<file path="src/rtl/vscale_hasti_console.sv">
// HASTI console slave: TX byte FIFO drained as a paced byte stream, plus tohost mailbox.
// Define VSCALE_CONSOLE_IRQ_EN to add the CTRL register and the irq output.
module vscale_hasti_console #(
  parameter int FIFO_DEPTH = 16,
  parameter int GAP        = 0
) (
  input  logic        hclk,
  input  logic        hresetn,
  input  logic [31:0] haddr,
  input  logic        hwrite,
  input  logic [2:0]  hsize,
  input  logic [2:0]  hburst,
  input  logic        hmastlock,
  input  logic [3:0]  hprot,
  input  logic [1:0]  htrans,
  input  logic [31:0] hwdata,
  output logic [31:0] hrdata,
  output logic        hready,
  output logic        hresp,
  output logic        tx_valid,
  output logic [7:0]  tx_data,
  input  logic        tx_ready,
  output logic [31:0] tohost,
  output logic        tohost_valid
`ifdef VSCALE_CONSOLE_IRQ_EN
  ,
  output logic        irq
`endif
);

  localparam int AW = $clog2(FIFO_DEPTH);
  localparam int PW = AW + 1;
  localparam int GW = (GAP > 0) ? $clog2(GAP + 1) : 1;

  localparam logic [1:0] OFF_TX = 2'd0;
  localparam logic [1:0] OFF_ST = 2'd1;
  localparam logic [1:0] OFF_TH = 2'd2;
  localparam logic [1:0] OFF_CT = 2'd3;

  typedef enum logic [1:0] {
    ST_IDLE,
    ST_DATA,
    ST_ERR1,
    ST_ERR2
  } state_t;

  state_t        state;
  state_t        state_n;
  logic [1:0]    dp_off;
  logic          dp_write;
  logic [7:0]    mem [FIFO_DEPTH];
  logic [PW-1:0] wr_ptr;
  logic [PW-1:0] rd_ptr;
  logic [PW-1:0] count;
  logic [8:0]    count9;
  logic          empty;
  logic          full;
  logic          push;
  logic          pop;
  logic [GW-1:0] gap_cnt;
  logic          tohost_we;
  logic          addr_err;
  logic [31:0]   status;
  logic          unused;

`ifdef VSCALE_CONSOLE_IRQ_EN
  logic          irq_en;
  logic [8:0]    watermark;
  logic          ctrl_we;
`endif

  assign unused = ^{hburst, hmastlock, hprot, haddr[31:4]};

  assign count    = wr_ptr - rd_ptr;
  assign count9   = 9'(count);
  assign empty    = (wr_ptr == rd_ptr);
  assign full     = (wr_ptr[AW] != rd_ptr[AW]) &&
                    (wr_ptr[AW-1:0] == rd_ptr[AW-1:0]);
  assign status   = {15'b0, count9, 6'b0, full, empty};
  assign tx_valid = !empty && (gap_cnt == '0);
  assign tx_data  = tx_valid ? mem[rd_ptr[AW-1:0]] : 8'h00;
  assign pop      = tx_valid && tx_ready;

  assign tohost_valid = (tohost != 32'b0);

  // Address-phase error decode, evaluated on the incoming request
  always_comb begin
    addr_err = (haddr[1:0] != 2'b00) || (hsize > 3'd2);
    unique case (haddr[3:2])
      OFF_ST: if (hwrite) addr_err = 1'b1;
      OFF_TH: if (hsize != 3'd2) addr_err = 1'b1;
`ifdef VSCALE_CONSOLE_IRQ_EN
      OFF_CT: if (hsize != 3'd2) addr_err = 1'b1;
`else
      OFF_CT: addr_err = 1'b1;
`endif
      default: ;
    endcase
  end

  // Data-phase response, register side effects and next state
  always_comb begin
    state_n   = state;
    hready    = 1'b1;
    hresp     = 1'b0;
    hrdata    = 32'b0;
    push      = 1'b0;
    tohost_we = 1'b0;
`ifdef VSCALE_CONSOLE_IRQ_EN
    ctrl_we   = 1'b0;
`endif
    unique case (state)
      ST_DATA: begin
        if (dp_write) begin
          unique case (dp_off)
            OFF_TX: begin
              if (full && !pop) hready = 1'b0;
              else push = 1'b1;
            end
            OFF_TH: tohost_we = 1'b1;
`ifdef VSCALE_CONSOLE_IRQ_EN
            OFF_CT: ctrl_we = 1'b1;
`endif
            default: ;
          endcase
        end else begin
          unique case (dp_off)
            OFF_ST: hrdata = status;
            OFF_TH: hrdata = tohost;
`ifdef VSCALE_CONSOLE_IRQ_EN
            OFF_CT: hrdata = {15'b0, watermark, 7'b0, irq_en};
`endif
            default: hrdata = 32'b0;
          endcase
        end
      end
      ST_ERR1: begin
        hready  = 1'b0;
        hresp   = 1'b1;
        state_n = ST_ERR2;
      end
      ST_ERR2: hresp = 1'b1;
      default: ;
    endcase
    if (hready) begin
      if (htrans[1]) state_n = addr_err ? ST_ERR1 : ST_DATA;
      else state_n = ST_IDLE;
    end
  end

  // Bus state and address-phase capture
  always_ff @(posedge hclk) begin
    if (!hresetn) begin
      state    <= ST_IDLE;
      dp_off   <= 2'd0;
      dp_write <= 1'b0;
    end else begin
      state <= state_n;
      if (hready && htrans[1]) begin
        dp_off   <= haddr[3:2];
        dp_write <= hwrite;
      end
    end
  end

  // FIFO storage; pointers guard validity so no reset is needed
  always_ff @(posedge hclk) begin
    if (push) mem[wr_ptr[AW-1:0]] <= hwdata[7:0];
  end

  // FIFO pointers and output pacing counter
  always_ff @(posedge hclk) begin
    if (!hresetn) begin
      wr_ptr  <= '0;
      rd_ptr  <= '0;
      gap_cnt <= '0;
    end else begin
      if (push) wr_ptr <= wr_ptr + 1'b1;
      if (pop) rd_ptr <= rd_ptr + 1'b1;
      if (pop) gap_cnt <= GW'(GAP);
      else if (gap_cnt != '0) gap_cnt <= gap_cnt - 1'b1;
    end
  end

  // tohost mailbox
  always_ff @(posedge hclk) begin
    if (!hresetn) tohost <= 32'b0;
    else if (tohost_we) tohost <= hwdata;
  end

`ifdef VSCALE_CONSOLE_IRQ_EN
  // CTRL register and registered low-watermark interrupt
  always_ff @(posedge hclk) begin
    if (!hresetn) begin
      irq_en    <= 1'b0;
      watermark <= 9'd0;
      irq       <= 1'b0;
    end else begin
      if (ctrl_we) begin
        irq_en    <= hwdata[0];
        watermark <= hwdata[16:8];
      end
      irq <= irq_en && (count9 <= watermark);
    end
  end
`endif

endmodule

</file>
<file path="config.mk">
export PLATFORM = sky130hd
export DESIGN_NAME = vscale_hasti_console
export DESIGN_NICKNAME = d
export VERILOG_FILES = /design/src/rtl/vscale_hasti_console.sv
export SDC_FILE = /design/constraint.sdc
export NUM_CORES = 1
export LEC_CHECK = 0
export ABC_AREA = 1
export BUFFER_PORTS_ARGS = -buffer_cell sky130_fd_sc_hd__buf_2
export CAP_MARGIN = 10
export CORE_ASPECT_RATIO = 0.9
export CORE_MARGIN = 4
export CORE_UTILIZATION = 36
export CTS_CLUSTER_SIZE = 40
export DETAILED_ROUTE_END_ITERATION = 16
export PLACE_DENSITY_LB_ADDON = 0.08
export RECOVER_POWER = 100
export SLEW_MARGIN = 10
export SYNTH_ARGS = -nofsm -noshare
export SYNTH_HDL_FRONTEND = slang
export SYNTH_SLANG_ARGS = --single-unit
export TNS_END_PERCENT = 5
</file>
<file path="constraint.sdc">
create_clock -name hclk -period 5.1 [get_ports hclk]
set_input_delay 0.51 -clock hclk [delete_from_list [all_inputs] [get_ports hclk]]
set_output_delay 0.51 -clock hclk [all_outputs]
set_load 0.03 [all_outputs]
</file>
==> impl_metrics.tcl <==
set metrics [dict create \
    synth_area_sq_um 7810 \
    r2r_setup_slack_ns 2.08 \
    cts-resized-gates 0 \
    drive_gt1_frac 0.0981 \
    cp_cell_sequence "buf_4, inv_1, clkbuf_2, nand2_1, nand3_1, nand2_1, a21oi_1, a21oi_1, a21oi_1, clkbuf_1" \
    tns_ns 0 \
    max_slew.worst_pin.slew_ns 1.63 \
    finalCritPeriodShare 0.798 \
    drtIter0Drc 370 \
    gp_congestion 0.829 \
    portBuffers 119 \
    grt_max_degree 53 \
    outcome "finished, violations left" \
    slew_viol_final 53 \
    cts_buffers 17 \
    rr_endpoint "tohost[3]" \
    clkSinkCount 180 \
    final_common_cell "nand2_1" \
    cellPowerDensity_nw_per_um2 326 \
    min_delay_path_depth 3 \
    maxCapViolCount 1 \
    final_cell_mix "nand2_1 (183), edfxtp_1 (128), a21oi_1 (89)" \
    power_leakage_nw 3.24 \
    cts_tree "yes" \
    postCtsSetupRepairBufs 0 \
    num_rows 50 \
    cts_buffer_depth 2 \
    vdd.ir_drop.worst_v 0.000195 \
    antenna_found_initial 0 \
    final_cells 1203 \
    critPathBufInv 4 \
    hold_path_class "in2reg" \
    drcViolationCount 0 \
    slowest_delay_ns 0.83 \
    cts_root_buffer "clkbuf_16" \
    post-route-min-period_ns 4.07 \
    grt_pass1_wl_mm 32.7 \
    grt-ovfl-total 0 \
    ys_warn_count 0 \
    r2r_cells 6 \
    drtPass1Iterations 5 \
    relSlewSlack -0.0896 \
    grt_pass1_vias 5967 \
    required_ns 4.59 \
    wl_per_cell_microns 16.9 \
    cts.reportedPaths.clkPinSlew_ns 0.07 \
    ys_types 35 \
    fin_worst_skew_ns 0.00985 \
    violations "capacitance limit, slew limit" \
    r2r-start "dp_off[0]" \
    drt-vias-per-instance 4.94 \
    grt_setup_unrepaired "no" \
    cp_top_family "buffers and inverters" \
    hold_viol 0 \
    min_to "tohost[11]" \
    io_pins 157 \
    syn_nets 894 \
    fmax_ghz 0.246 \
    critical_path_arrival_ns 3.56 \
    ant_nets 0 \
    final-setup-viol-count 0 \
    fin_hold_ws_ns 0.346 \
    grt.total_usage 0.173 \
    crit_type "reg2out" \
    dpl.cell_count 1171 \
    yosysSeqAreaShare 0.625 \
    avgSynthCellArea_sq_um 9.76 \
    hp-start "hwdata[11]" \
    start_util 0.371 \
    critPathSlowestCell "clkbuf_2" \
    clock_latency_ns 0.42 \
    cp-start-kind "flop" \
    dpl.hpwl_mm 13.8 \
    worstSetupEndpointType "output pin" \
    syn_inst 800 \
    die_w_microns 163 \
    die_area_sq_um 24100 \
    postCtsHoldBufs 0 \
    core_sq_um 21100 \
    area.growth.synth_to_final_pct 15.2 \
    fin_util 0.427 \
    cp_common_cell "a21oi_1" \
    synth_seq_cells 180 \
    n_antenna_cell 0 \
    cts_htree_levels 4 \
    crit_path_max_fanout 40 \
    vias 5947 \
    nNetsFinal 998 \
    die_h_microns 148 \
    routed_wl_mm 20.3 \
]
cell usage after synthesis:
master | count | area [sq um]
a21oi_1 | 89 | 445
a21oi_2 | 1 | 8.76
a22oi_1 | 5 | 37.5
and3_1 | 1 | 6.26
buf_1 | 2 | 7.51
buf_2 | 18 | 90.1
buf_4 | 6 | 45.0
clkbuf_1 | 13 | 48.8
clkbuf_2 | 1 | 5.00
conb_1 | 1 | 3.75
dfxtp_1 | 52 | 1040
edfxtp_1 | 128 | 3840
fa_1 | 1 | 20.0
ha_1 | 12 | 150
inv_1 | 53 | 199
inv_2 | 6 | 22.5
inv_4 | 2 | 12.5
nand2_1 | 179 | 672
nand2_2 | 4 | 25.0
nand2_4 | 2 | 22.5
nand3_1 | 58 | 290
nand3_2 | 1 | 10.0
nand4_1 | 6 | 37.5
nor2_1 | 66 | 248
nor2_2 | 2 | 12.5
nor2_4 | 2 | 22.5
nor3_1 | 31 | 155
nor4_1 | 4 | 25.0
o2111ai_2 | 1 | 15.0
o211ai_2 | 1 | 12.5
o21ai_0 | 41 | 205
o21ai_1 | 6 | 30.0
o21ai_2 | 2 | 17.5
or2_1 | 1 | 6.26
xor2_1 | 2 | 17.5
worst register-to-register path: stages (launching register included):
cell,delay [ns]
dfxtp_1,0.31
inv_1,0.09
ha_1,0.34
nand3_1,1.15
inv_1,0.86
nor2_1,0.09
nor2_1,0.11
logic make-up (layout without fill, tap and decap cells):
family / count (synthesis) / after routing / synth area share
compound gates: 146 / 146 / 0.0988
xor+xnor: 2 / 2 / 0.00224
fa+ha+maj: 13 / 13 / 0.0218
buf+inv: 101 / 218 / 0.0551
flops: 180 / 180 / 0.625
other cells: 1 / 1 / 0.000480
simple gates: 357 / 357 / 0.196
worst max path at each step:
stage                       to  slack [ns]  cells after the start
detailed placement  tx_data[2]        2.19                      8
CTS                 tx_data[2]        1.72                      8
floorplan           hrdata[12]        2.76                      9
global placement    tx_data[2]        2.21                      8
global route        tx_data[0]        0.77                     10
finish              tx_data[0]        1.03                     10
state kept, by name, summed over array words and instances (netlist names), named ones only:
name and flops:
dp_off 2, dp_write 1, gap_cnt 1, mem 128, rd_ptr 5, state 2
tohost 32, wr_ptr 5
where the power goes:
part	internal, mW	switching [mW]	total, mW	leakage [nW]
registers	1.57	0.00541	1.57	1.57
logic	0.0399	0.106	0.146	1.39
clock network	0.653	0.559	1.21	0.273
total	2.26	0.671	2.93	3.23
through the flow:
stage / worst slack [ns] / instance area [sq um] / total power [mW]
CTS: 1.72 / 9150 / 2.96
finish: 1.03 / 9000 / 2.93
floorplan: 2.76 / 7810 / 1.70
global placement: 2.21 / 8610 / 1.76
global route: 0.770 / 9000 / 3.04
detailed placement: 2.19 / 8610 / 1.76
area by class of cell:
cell class / instances / area (sq um)
Clock inverter: 11 / 77.6
Tap cell: 286 / 358
Inverter: 61 / 231
Clock buffer: 21 / 460
Multi-Input combinational cell: 519 / 2440
Timing Repair Buffer: 125 / 542
Sequential cell: 180 / 4890
Fill cell: 2153 / 12100
metal layers:
layer	up-vias	track usage	wire length (microns)	share of wire
met2	184	0.267	9210	0.45
met1	2809	0.249	9780	0.48
met5	-	0	0	0
met4	0	0.0465	272	0.013
met3	20	0.0348	1090	0.053
li1	2934	-	-	-
Power figures use the tool's default switching activity.
